<file path="src/rtl/dbus_arbiter_pkg.sv">
// dbus_arbiter_pkg: shared types and size encodings for the peripheral data bus arbiter.
package dbus_arbiter_pkg;

    localparam int DBUS_AW = 64;
    localparam int DBUS_DW = 64;

    // Access size encodings, identical to mem_store_type/mem_load_type
    localparam logic [1:0] SIZE_BYTE  = 2'd1;
    localparam logic [1:0] SIZE_WORD  = 2'd2;
    localparam logic [1:0] SIZE_DWORD = 2'd3;

    typedef enum logic [1:0] {
        DBUS_IDLE,
        DBUS_BUS,
        DBUS_RESP
    } dbus_state_t;

    typedef struct packed {
        logic [DBUS_AW-1:0] addr;
        logic [DBUS_DW-1:0] wdata;
        logic               we;
        logic [1:0]         size;
    } dbus_req_t;

endpackage

</file>
<file path="src/rtl/dbus_arbiter_arb.sv">
// rr_arb2: combinational two-way round-robin picker; on a tie the port that did not own last wins.
module rr_arb2 (
    input  logic [1:0] req,
    input  logic       last_owner,
    output logic [1:0] gnt,
    output logic       win
);
    assign win = (req == 2'b11) ? ~last_owner : req[1];
    assign gnt = (req == 2'b00) ? 2'b00 : (win ? 2'b10 : 2'b01);
endmodule

</file>
<file path="src/rtl/dbus_arbiter.sv">
// dbus_arbiter: shares one MMIO data bus between the core (port 0) and debugger/DMA (port 1),
// one outstanding transaction at a time, with a no-ready timeout abort.
module dbus_arbiter
    import dbus_arbiter_pkg::*;
#(
    parameter int TIMEOUT = 16,
    parameter int AW      = DBUS_AW,
    parameter int DW      = DBUS_DW
) (
    input  logic          clock,
    input  logic          reset,
    input  logic [1:0]    req,
    input  logic [AW-1:0] req_addr0,
    input  logic [AW-1:0] req_addr1,
    input  logic [DW-1:0] req_wdata0,
    input  logic [DW-1:0] req_wdata1,
    input  logic [1:0]    req_we,
    input  logic [1:0]    req_size0,
    input  logic [1:0]    req_size1,
    output logic [1:0]    gnt,
    output logic [1:0]    rvalid,
    output logic [DW-1:0] rdata,
    output logic          rerr,
    output logic          busy,
    output logic          bus_valid,
    output logic [AW-1:0] bus_addr,
    output logic [DW-1:0] bus_wdata,
    output logic          bus_we,
    output logic [1:0]    bus_size,
    input  logic          bus_ready,
    input  logic [DW-1:0] bus_rdata
);
    localparam int TW = $clog2(TIMEOUT + 1);

    dbus_state_t   state;
    dbus_req_t     pl;
    dbus_req_t     cand;
    logic          owner;
    logic          last_owner;
    logic          win;
    logic [1:0]    arb_gnt;
    logic [TW-1:0] timer;

    rr_arb2 u_arb (
        .req       (req),
        .last_owner(last_owner),
        .gnt       (arb_gnt),
        .win       (win)
    );

    assign cand = win ? dbus_req_t'{addr: req_addr1, wdata: req_wdata1, we: req_we[1], size: req_size1}
                      : dbus_req_t'{addr: req_addr0, wdata: req_wdata0, we: req_we[0], size: req_size0};

    assign bus_valid = (state == DBUS_BUS);
    assign busy      = (state != DBUS_IDLE);
    assign rvalid    = (state == DBUS_RESP) ? (owner ? 2'b10 : 2'b01) : 2'b00;
    assign bus_addr  = pl.addr;
    assign bus_wdata = pl.wdata;
    assign bus_we    = pl.we;
    assign bus_size  = pl.size;

    always_ff @(posedge clock or posedge reset) begin
        if (reset) begin
            state      <= DBUS_IDLE;
            pl         <= '0;
            owner      <= 1'b0;
            last_owner <= 1'b1;
            timer      <= '0;
            gnt        <= 2'b00;
            rdata      <= '0;
            rerr       <= 1'b0;
        end else begin
            gnt <= 2'b00;
            case (state)
                DBUS_IDLE: if (|req) begin
                    pl         <= cand;
                    owner      <= win;
                    last_owner <= win;
                    gnt        <= arb_gnt;
                    timer      <= '0;
                    state      <= DBUS_BUS;
                end
                DBUS_BUS: if (bus_ready) begin
                    rdata <= bus_rdata;
                    rerr  <= 1'b0;
                    state <= DBUS_RESP;
                end else if (timer == TW'(TIMEOUT - 1)) begin
                    rdata <= '0;
                    rerr  <= 1'b1;
                    state <= DBUS_RESP;
                end else begin
                    timer <= timer + 1'b1;
                end
                default: state <= DBUS_IDLE;
            endcase
        end
    end
endmodule

</file>
<file path="config.mk">
export PLATFORM = sky130hd
export DESIGN_NAME = dbus_arbiter
export DESIGN_NICKNAME = d
export VERILOG_FILES = /design/src/rtl/dbus_arbiter_pkg.sv /design/src/rtl/dbus_arbiter_arb.sv /design/src/rtl/dbus_arbiter.sv
export SDC_FILE = /design/constraint.sdc
export NUM_CORES = 1
export LEC_CHECK = 0
export ABC_AREA = 1
export CORE_AREA = 2 2 205 207
export DETAILED_ROUTE_END_ITERATION = 12
export DIE_AREA = 0 0 207 209
export SLEW_MARGIN = 20
export SYNTH_ARGS = -nofsm -noshare
export SYNTH_HDL_FRONTEND = slang
export SYNTH_SLANG_ARGS = --single-unit
</file>
<file path="constraint.sdc">
create_clock -name clock -period 8.6 [get_ports clock]
set_input_delay 1.72 -clock clock [delete_from_list [all_inputs] [get_ports clock]]
set_output_delay 1.72 -clock clock [all_outputs]
set_load 0.05 [all_outputs]
</file>
Yosys cells after proc, flatten, opt, wreduce, memory -nomap -nowiden:

Cells that the tools add are included.

* add/sub/neg operators: 1
* mux-type cells: 20
* bitwise gates (word level): 1
* reductions and logical operators: 10
* eq/ne operators: 8

Operators by type and width (number)
* 2-to-1 mux 131 bit: 1
* 2-to-1 mux 64 bit: 2
* 2-to-1 mux 2 bit: 9
* 2-to-1 mux 5 bit: 3
* case mux 5 bit (2 select lines): 1
* inequality test 2 bit, second input constant: 3
* AND reduction 2 bit: 3
* nonzero test 2 bit: 3
* adder 5 x 1 -> 5 bit, second input constant: 1
* equality test 5 x 4 -> 1 bit, second input constant: 1
* equality test 2 bit, second input constant: 2
* zero test 2 bit: 2
* case mux 2 bit (2 select lines): 1
* AND reduction 4 bit: 1
* 2-to-1 mux 1 bit: 3
* inequality test 3 x 1 -> 1 bit, second input constant: 1
* equality test 2 x 1 -> 1 bit, second input constant: 1
* OR reduction 2 bit: 1
* NOT 1 bit: 1

* output and inout port bits: 202
* logic and storage cells: 51
* bits in registers: 207
* input port bits: 331

Longest topological paths before layout:

Gate-level depths: netlist of the first run.

* depth after elaboration: 6
* gate-level depth with buffers: 11
* mapped depth without buffers: 11

Cells and area by module:

From an unflattened synthesis of the first run, not the netlist that was laid out.

* cells, all modules: 1327
* area total of the unflattened synthesis: 9700.6 µm²

Modules (own cells, without submodules)
* dbus_arbiter: instances 1, area an instance 9675.5 µm², cells each 1321, sequential area each 5181.2 µm²
* rr_arb2: instances 1, area an instance 25.0 µm², cells each 6, sequential area each 0.0 µm²

Worst setup path before layout of the first run:

OpenSTA, ideal clock, no wires.

* path kind: register -> output
* start point: register state[0]
* end point: output port rvalid[0]
* slack: 5382 ps
* buffers on the path: 0
* data required time: 6880 ps
* arrival time: 1498 ps
* stages on the path, launching flop included: 2
* cells stage by stage: dfrtp_1 > nor3_1

* longest elaborated chain between the ends: 2

RTL lines
* from (decl): line dbus_arbiter.sv:35 `dbus_state_t state;`
* from (signal assigned): line dbus_arbiter.sv:64 `state <= DBUS_IDLE;`
* from (signal assigned): line dbus_arbiter.sv:81 `state <= DBUS_BUS;`
* from (signal assigned): line dbus_arbiter.sv:86 `state <= DBUS_RESP;`
* equality test 2 bit: line dbus_arbiter.sv:56 `assign rvalid = (state == DBUS_RESP) ? (owner ? 2'b10 : 2'b01) : 2'b00;`
* 2-to-1 mux 2 bit: line dbus_arbiter.sv:56
* to (decl): line dbus_arbiter.sv:21 `output logic [1:0] rvalid,`

Every way passes these cells.

Worst setup path in the final report of the first run:

* start point: register state[1]
* end point: output port bus_valid

* longest elaborated chain between the ends: 1

RTL lines
* equality test 2 x 1 -> 1 bit: line dbus_arbiter.sv:54 `assign bus_valid = (state == DBUS_BUS);`
* to (decl): line dbus_arbiter.sv:25 `output logic bus_valid,`

Every way passes these cells.

==> impl_results.md, run 1 <==
* Worst setup margin at 4.682 ns
* Die area at 43260 sq um
* PwrDens at 410.0 nW/um^2
* Commonest non-fill, non-tap cell in the layout: nand2_1
* Clock power share at 0.156
* Slew Limit Headroom at 0.2739
* Fmax at 255.3 MHz
* Most frequent cells in the layout: nand2_1 (538), clkdlybuf4s50_1 (532), dfrtp_1 (206)
* Sequential power share at 0.258
* Post-Syn Area per Cell at 8.042 sq um
* DR vias/cell at 4.297
* Worst-Skew Late Latency at 0.53 ns
* GP Congestion at 0.8100
* Met1 wire length at 14730 um
* Layout Nets at 2015
* CTS H-Tree Depth at 1
* Synthesis-to-finish area growth at 68.56%
* Met2 routed WL at 17190 um
* Sw Share at 0.5014
* Vias in the first global route at 9702
* Synth Cell Area at 9578 sq um
* Setup WS pre-CTS at 4.130 ns
* Port bufs at 532
* Distinct cells, synth at 21
* Final period util at 0.4555
* Clk slew on worst S/H paths at 0.06 ns
* Dpl hpwl at 25340 um
* Setup TNS at 0 ns
* RSZ-0062 raised after global routing: no
* Initial Utilization at 0.2320
* CTS Root Cell: clkbuf_16
* Drt total wl at 35380 um
* Vias after detailed routing at 9626
* Outcome: completed
* CTS sink cnt at 207
* Synth Register Bits at 207
* Largest area contributor in the netlist: dfrtp_1
* Max-cap viol count at 0
* Internal cell power at 3.300 mW
* Cells after synthesis at 1191
* Max clock buf depth at 3
* Initial antenna violation count at 1
* Placement Rows at 75
* Worst-Margin Slew at 1.089 ns
* Syn_nets at 1524
* Setup violations, final at 0
* Endpoint class of the critical path: output port
* # DRC at 0
* Die Width at 207 um
* Maximum VDD drop at 263.0 uV
* Fillers at 4141
* Hold Buf Count CTS at 0
* CTS tree: done
* Dominant cells by area after synthesis: dfrtp_1 (54%), nand2_1 (21%), o211ai_1 (10%)
* Remaining antenna violation count after routing at 0
* Utilization after layout at 0.3910
* Critical path type: register to output port
* Comb pwr share at 0.586
* Layout cells sized above 1 at 0.03529
* Leak Pwr at 7.787 nW
* Postcts setup bufs at 0
* Fin crit period at 3.918 ns
* Layout Skew at 0.01108 ns
* CTS Buf Count at 25
* Pins Over Slew Limit at 0
* CP Data Required Time at 6.88 ns
* Core area at 41290 sq um
* Largest net degree at the start of global routing at 220
* Met3 WL at 2676 um
* Critical path arrival at 2.20 ns
* All-Layer GR Usage at 0.1605
* Drt first-iter violations at 620
* Yosys warnings at 0
* Grt total ovfl at 0
* Global-route wire length before repair at 55890 um
* Top Layer Used: met5
* Die Ht at 209 um
* Post-DR wirelength/cell at 15.80 um
* Worst Path Max Fanout at 4
* WHS at 0.4786 ns
* Part of the Yosys area used for sequential elements at 0.5410
* Yosys top cell area share at 0.5382
* Min-delay worst type: register to register
* Critical Path Start Type: register
* Num ports at 533
* NetSw at 3.319 mW
* # resized after CTS at 0
* 1st-pass router iterations at 5
* Final Hold Fails at 0
## power groups by stage
stage / combinational, mW / clock [mW] / sequential, mW
after floorplan: 0.896 / 0 / 3.29
after global placement: 3.88 / 0 / 1.71
after detailed placement: 3.91 / 0 / 1.72
after CTS: 3.92 / 1.07 / 1.71
after global routing: 4.12 / 1.11 / 1.77
final: 3.88 / 1.03 / 1.71
## metrics by stage
step                      power (mW)  cell area, sq um  instances
after floorplan                4.190              9578       1191
after global placement         5.594             15310       2193
after detailed placement       5.623             15310       2193
after CTS                      6.701             16110       2238
after global routing           6.998             16140       2239
final                          6.620             16140       2240
## sequential cells by signal (all words and copies together), names as in the netlist
name	cells
owner	1
bus_wdata	64
gnt	2
timer	5
rerr	1
bus_we	1
state	2
rdata	64
bus_addr	64
last_owner	1
bus_size	2
## metal layers
| metal | track usage | vias to the layer above |
|---|---|---|
| li1 | - | 4731 |
| met1 | 0.1977 | 4480 |
| met2 | 0.2762 | 368 |
| met3 | 0.04433 | 45 |
| met4 | 0.04261 | 2 |
| met5 | 0 | - |
## cells in the mapped netlist (all sizes together)
master,instances
nand2,541
dfrtp,206
o211ai,131
nor3,2
o21ai,5
nand4,1
dfstp,1
nand3,66
nor2,8
buf,55
clkbuf,23
inv,148
a21oi,1
nor3b,1
ha,2
## area by class of cell
type	instances	area [sq um]	area share
clock inverters	7	72.57	0.004495
inverters	148	565.5	0.03503
well taps	539	674.4	0.04177
multi-input cells	758	3483	0.2158
repair buffers	542	5440	0.3370
diodes	1	2.502	0.0001550
clock buffers	38	724.4	0.04487
flip-flops and latches	207	5181	0.3209
## worst max-delay path: stages, from the launching register on
cell	delay (ns)
dfrtp_1	0.37
inv_2	0.09
nand2_1	0.16
inv_2	0.14
clkdlybuf4s50_1	0.90
## worst paths after layout
check,startpoint,end,slack [ns],cells after the start
max in group asynchronous,reset,bus_wdata[41],5.70,3
min reg2reg,bus_wdata[32],bus_wdata[32],0.48,2
max reg2reg,last_owner,bus_addr[1],6.17,6
min in group asynchronous,reset,rdata[48],1.66,2
min,bus_wdata[32],bus_wdata[32],0.48,2
max,state[1],bus_valid,4.68,4
## logic make-up after synthesis
| group | Yosys count | synth area share |
|---|---|---|
| simple gates | 619 | 0.2534 |
| fa+ha+maj | 2 | 0.002612 |
| buf+inv | 226 | 0.09719 |
| flops | 207 | 0.5410 |
| compound gates | 137 | 0.1058 |
No activity file was read; power rests on OpenSTA's default activity.
==> inputs of run 2 (changes only) <==
==> constraint.sdc (replaced) <==
create_clock -name clock -period 3.6 [get_ports clock]
set_input_delay 0.72 -clock clock [delete_from_list [all_inputs] [get_ports clock]]
set_output_delay 0.72 -clock clock [all_outputs]
set_load 0.05 [all_outputs]
==> run 2 against run 1 <==
Die area is the same. Wire length shrank 2.0%. Sequential share of layout area shrank 0.21 points. Clock power grew 140%. Clock skew grew 0.00086 ns. Count of clock-buffer cells in the layout shrank 4. Flip-flop and latch count is the same. Power grew 140%. Critical path type unchanged. Critical endpoint unchanged.
==> impl_results.md, run 2 (synthesized netlist as in run 1, its figures left out) <==
* Maximum VDD drop at 515.0 uV (+96%)
* Drt total wl at 34690 um (-2.0%)
* Die area at 43260 sq um (unchanged)
* Worst-Skew Late Latency at 0.52 ns (about the same)
* Core area at 41290 sq um (unchanged)
* Layout cells sized above 1 at 0.04103 (+0.005738)
* CTS H-Tree Depth at 1 (unchanged)
* CTS sink cnt at 207 (unchanged)
* Fin crit period at 2.830 ns
* Pins Over Slew Limit at 0 (unchanged)
* Worst-Margin Slew at 0.7689 ns (-0.3202 ns)
* Comb pwr share at 0.585 (about the same)
* Largest net degree at the start of global routing at 134 (-39%)
* Endpoint class of the critical path: output port
* Sw Share at 0.5004 (-0.001009)
* # resized after CTS at 0 (unchanged)
* Global-route wire length before repair at 55040 um (-1.5%)
* Critical path type: register to output port
* PwrDens at 980.8 nW/um^2 (+140%)
* Dpl hpwl at 25430 um (+0.35%)
* Placement Rows at 75 (unchanged)
* Drt first-iter violations at 548 (-12%)
* Outcome: completed
* Layout Nets at 2022 (+0.35%)
* Utilization after layout at 0.3935 (+0.002545)
* Slew Limit Headroom at 0.4874 (+0.2135)
* Max-cap viol count at 0 (unchanged)
* # DRC at 0 (unchanged)
* Fillers at 4162 (+0.51%)
* Synthesis-to-finish area growth at 69.65%
* Max clock buf depth at 3 (unchanged)
* Hold Buf Count CTS at 0 (unchanged)
* Final Hold Fails at 0 (unchanged)
* GP Congestion at 0.8374 (+3.4%)
* CTS Buf Count at 25 (unchanged)
* Die Width at 207 um (unchanged)
* Critical Path Start Type: register
* Hold path depth at 2 (unchanged)
* Finished Layout Cells at 2245 (+0.22%)
* Most frequent cells in the layout: nand2_1 (538), clkdlybuf4s50_1 (532), dfrtp_1 (206)
* Post-DR wirelength/cell at 15.45 um (-2.2%)
* Final period util at 0.7861
* DR vias/cell at 4.293 (-0.11%)
* Postcts setup bufs at 0 (unchanged)
* # diodes at 0 (-1)
* NetSw at 7.976 mW (+140%)
* Clk slew on worst S/H paths at 0.06 ns (about the same)
* Fmax at 353.4 MHz
* Die Ht at 209 um (unchanged)
* Worst path max stage delay at 0.85 ns (-0.05 ns)
* Min-delay worst type: register to register
* Num ports at 533 (unchanged)
* Reg2Reg Depth at 8 (+2)
* Vias after detailed routing at 9637 (+0.11%)
* Layout Skew at 0.01194 ns (+0.0008610 ns)
* Port bufs at 532 (unchanged)
* All-Layer GR Usage at 0.1570 (-0.003514)
* Critical path arrival at 2.11 ns (-0.09 ns)
* Crit path cell chain: inv_2 -> nand2_1 -> inv_2 -> clkdlybuf4s50_1
* Most frequent CP cell: inv_2
* Remaining antenna violation count after routing at 0 (unchanged)
* CP Data Required Time at 2.88 ns (-4.00 ns)
* Clock power share at 0.158 (+0.002)
* Setup WS pre-CTS at 0.9084 ns (-3.222 ns)
* Sequential power share at 0.257 (about the same)
* Leak Pwr at 7.834 nW (+0.60%)
* Setup TNS at 0 ns (unchanged)
* Worst setup margin at 0.7700 ns (-3.912 ns)
* Internal cell power at 7.962 mW (+140%)
* Commonest non-fill, non-tap cell in the layout: nand2_1
* Initial Utilization at 0.2320 (unchanged)
* Grt total ovfl at 0 (unchanged)
* Setup violations, final at 0 (unchanged)
* Dpl cells at 2201 (+0.36%)
* Worst Path Max Fanout at 4 (unchanged)
* CTS tree: done
* CP max stage cell: clkdlybuf4s50_1
* RSZ-0062 raised after global routing: no
* 1st-pass router iterations at 5 (unchanged)
* Initial antenna violation count at 0 (-1)
* CTS Root Cell: clkbuf_16
* Vias in the first global route at 9779 (+0.79%)
-- run 2: layer usage --
metal  global-route usage  share of wire  vias to the layer above
met5                    0              0                        -
met4              0.04310          0.023                        0
met3              0.04599          0.081                       49
met2               0.2718           0.49                      350
met1               0.1897           0.41                     4496
li1                     -              -                     4742
-- run 2: worst max-delay path, delay by kind of cell (launching register included) --
family	cells	cell delay (ns)
buf+inv	3	1.07
flops	1	0.37
simple gates	1	0.15
-- run 2: cell type report --
type,instances,area [sq um],share of cell area
multi-input combinational,758,3483,0.2144
inverter,148,561.8,0.03457
timing repair buffer,549,5528,0.3402
tap,539,674.4,0.04150
sequential,207,5181,0.3189
clock buffer,34,709.4,0.04366
clock inverter,10,111.4,0.006853
-- run 2: power by group through the flow --
stage,Sequential (mW),Clock (mW),Combinational [mW]
after floorplan,7.87,0,2.14
after global placement,4.10,0,9.36
after detailed placement,4.12,0,9.41
after CTS,4.11,2.61,9.43
after global routing,4.25,2.71,9.87
final,4.10,2.51,9.32
-- run 2: per-stage QoR --
step	hold WS, ns	power (mW)	cell area [sq um]
floorplan	0.4431	10.01	9582
global placement	0.4640	13.46	15430
detailed placement	0.4648	13.53	15430
CTS	0.4807	16.15	16250
global route	0.4957	16.83	16250
finish	0.4764	15.94	16250
-- run 2: worst paths after layout --
path                               startpoint            end  slack [ns]
worst max-delay path                 state[1]      bus_valid        0.77
worst min-delay path            bus_wdata[45]  bus_wdata[45]        0.48
worst max register to register       timer[0]      rdata[38]        1.36
worst min register to register  bus_wdata[45]  bus_wdata[45]        0.48
max in group asynchronous               reset   bus_addr[61]        2.11
min in group asynchronous               reset      rdata[44]        0.59
==> inputs of run 3 (changes only) <==
==> constraint.sdc (replaced) <==
create_clock -name clock -period 2.3 [get_ports clock]
set_input_delay 0.46 -clock clock [delete_from_list [all_inputs] [get_ports clock]]
set_output_delay 0.46 -clock clock [all_outputs]
set_load 0.05 [all_outputs]
==> run 3 against run 2 <==
Flip-flop and latch count unchanged. Highest routed layer unchanged. Non-clock buffer count grew 21. Critical path type unchanged. Core utilization rose by 0.74 points. Setup slack got worse by 0.68 ns.
==> impl_results.md, run 3 (synthesized netlist as in run 1, its figures left out) <==
* Placement Rows at 75 (unchanged)
* RSZ-0062 raised after global routing: no
* Drt total wl at 35830 um (+3.3%)
* Layout cells sized above 1 at 0.05437 (+0.01334)
* Endpoint class of the critical path: output port
* CP max stage cell: clkdlybuf4s50_1
* Postcts setup bufs at 0 (unchanged)
* 1st-pass router iterations at 5 (unchanged)
* Pins Over Slew Limit at 0 (unchanged)
* CP Data Required Time at 1.84 ns (-1.04 ns)
* Die area at 43260 sq um (unchanged)
* Max-cap viol count at 0 (unchanged)
* Vias after detailed routing at 9713 (+0.79%)
* Finished Layout Cells at 2268 (+1.0%)
* CTS Root Cell: clkbuf_16
* Post-DR wirelength/cell at 15.80 um (+2.2%)
* Layout Nets at 2043 (+1.0%)
* Port bufs at 532 (unchanged)
* Final total power at 25.42 mW (+59%)
* CTS sink cnt at 207 (unchanged)
* # diodes at 0 (unchanged)
* Fin crit period at 2.207 ns
* Synthesis-to-finish area growth at 72.83%
* Critical path arrival at 1.75 ns (-0.36 ns)
* Total stage count of the critical path at 1 (-3)
* Drt first-iter violations at 523 (-4.6%)
* Final Hold Fails at 0 (unchanged)
* Initial antenna violation count at 0 (unchanged)
* Buffers & Inverters on Critical Path at 1 (-2)
* Commonest non-fill, non-tap cell in the layout: nand2_1
* Setup TNS at 0 ns (unchanged)
* Maximum VDD drop at 820.1 uV (+59%)
* Fmax at 453.1 MHz
* Worst path max stage delay at 0.87 ns (+0.02 ns)
* Outcome: completed
* Num ports at 533 (unchanged)
* Critical Path Start Type: register
* Layout Skew at 0.01269 ns (+0.0007490 ns)
* PwrDens at 1536 nW/um^2 (+57%)
* Vias in the first global route at 9884 (+1.1%)
* Slew Limit Headroom at 0.5980 (+0.1106)
* Remaining antenna violation count after routing at 0 (unchanged)
* CP delay by family, top: buffers and inverters
* All-Layer GR Usage at 0.1603 (+0.003303)
* Die Ht at 209 um (unchanged)
* DR vias/cell at 4.283 (-0.23%)
* Crit path cell chain: clkdlybuf4s50_1
* Dpl hpwl at 26900 um (+5.8%)
* CTS H-Tree Depth at 1 (unchanged)
* Leak Pwr at 8.020 nW (+2.4%)
* Setup violations, final at 0 (unchanged)
* Die Width at 207 um (unchanged)
* Max clock buf depth at 3 (unchanged)
* Worst-Skew Late Latency at 0.53 ns (about the same)
* # DRC at 0 (unchanged)
* Worst-Margin Slew at 0.6011 ns (-0.1678 ns)
* Most frequent cells in the layout: nand2_1 (538), clkdlybuf4s50_1 (525), dfrtp_1 (206)
* Dpl cells at 2222 (+0.95%)
* Clk slew on worst S/H paths at 0.06 ns (about the same)
* CTS Buf Count at 25 (unchanged)
* CTS tree: done
* Largest net degree at the start of global routing at 93 (-31%)
* Reg2Reg Depth at 8 (unchanged)
* Min-delay worst type: input pin to asynchronous set/reset pin
* Initial Utilization at 0.2320 (unchanged)
* Grt total ovfl at 0 (unchanged)
* Critical path type: register to output port
* GP Congestion at 0.8630 (+3.1%)
* Final period util at 0.9596
* Worst Path Max Fanout at 2 (-2)
* WHS at 0.4061 ns (-0.07029 ns)
* Core area at 41290 sq um (unchanged)
* Global-route wire length before repair at 56070 um (+1.9%)
==> run 3: cell count changes in the layout (fill, tap and decap cells not counted), moves of 4 or more <==
cell and change:
clkbuf_1 +4, buf_12 +9, buf_4 +17, clkdlybuf4s50_1 -7
==> run 3: metal layers <==
metal / vias to the layer above / global-route usage / wire length [um]
li1: 4786 / - / -
met1: 4507 / 0.1905 / 14570
met2: 371 / 0.2816 / 17560
met3: 49 / 0.04719 / 2945
met4: 0 / 0.04335 / 751
met5: - / 0 / 0
==> run 3: area by class of cell <==
cell class	instances	area (sq um)
Clock buffer	37	710.7
Tap cell	539	674.4
Multi-Input combinational cell	758	3483
Inverter	148	561.8
Clock inverter	9	155.1
Timing Repair Buffer	570	5787
Fill cell	4152	24740
Sequential cell	207	5181
==> run 3: final timing paths <==
kind	from	endpoint	slack (ns)
setup / recovery	bus_addr[35]	bus_addr[35]	0.09
hold / removal	reset	rdata[43]	0.41
setup reg to reg	timer[0]	rdata[0]	0.49
hold reg to reg	last_owner	last_owner	0.47
max in group asynchronous	reset	last_owner	1.43
min in group clock	bus_rdata[11]	rdata[11]	0.46
==> run 3: worst reg2reg max path, stage by stage, from the launching register on <==
cell and delay [ns]:
dfrtp_1 0.43, ha_1 0.24, nand2_1 0.08, nor2_1 0.05, ha_1 0.20, nand2_2 0.27, buf_4 0.29, nand3_1 0.11
nand2_1 0.08
==> run 3: timing repair <==
item	4_1_cts	5_1_grt
hold buffers	0	0
gates cloned	0	0
endpoints found under the setup margin	1	1
resized for setup	1	1
==> run 3: stage by stage <==
step / worst slack (ns) / util / area (sq um)
after floorplan: -0.8454 / - / 9582
after global placement: 0.1695 / 0.3799 / 15690
after detailed placement: 0.1262 / 0.3799 / 15690
after CTS: 0.03483 / 0.4008 / 16550
after global routing: 0.02851 / 0.4009 / 16550
final: 0.09289 / 0.4009 / 16550
==> run 3: report_power, final <==
group | internal, mW | leakage (nW) | switching, mW | total, mW
logic | 4.86 | 5.06 | 9.96 | 14.8
clock network | 2.59 | 0.420 | 1.57 | 4.16
registers | 5.43 | 2.54 | 1.01 | 6.44
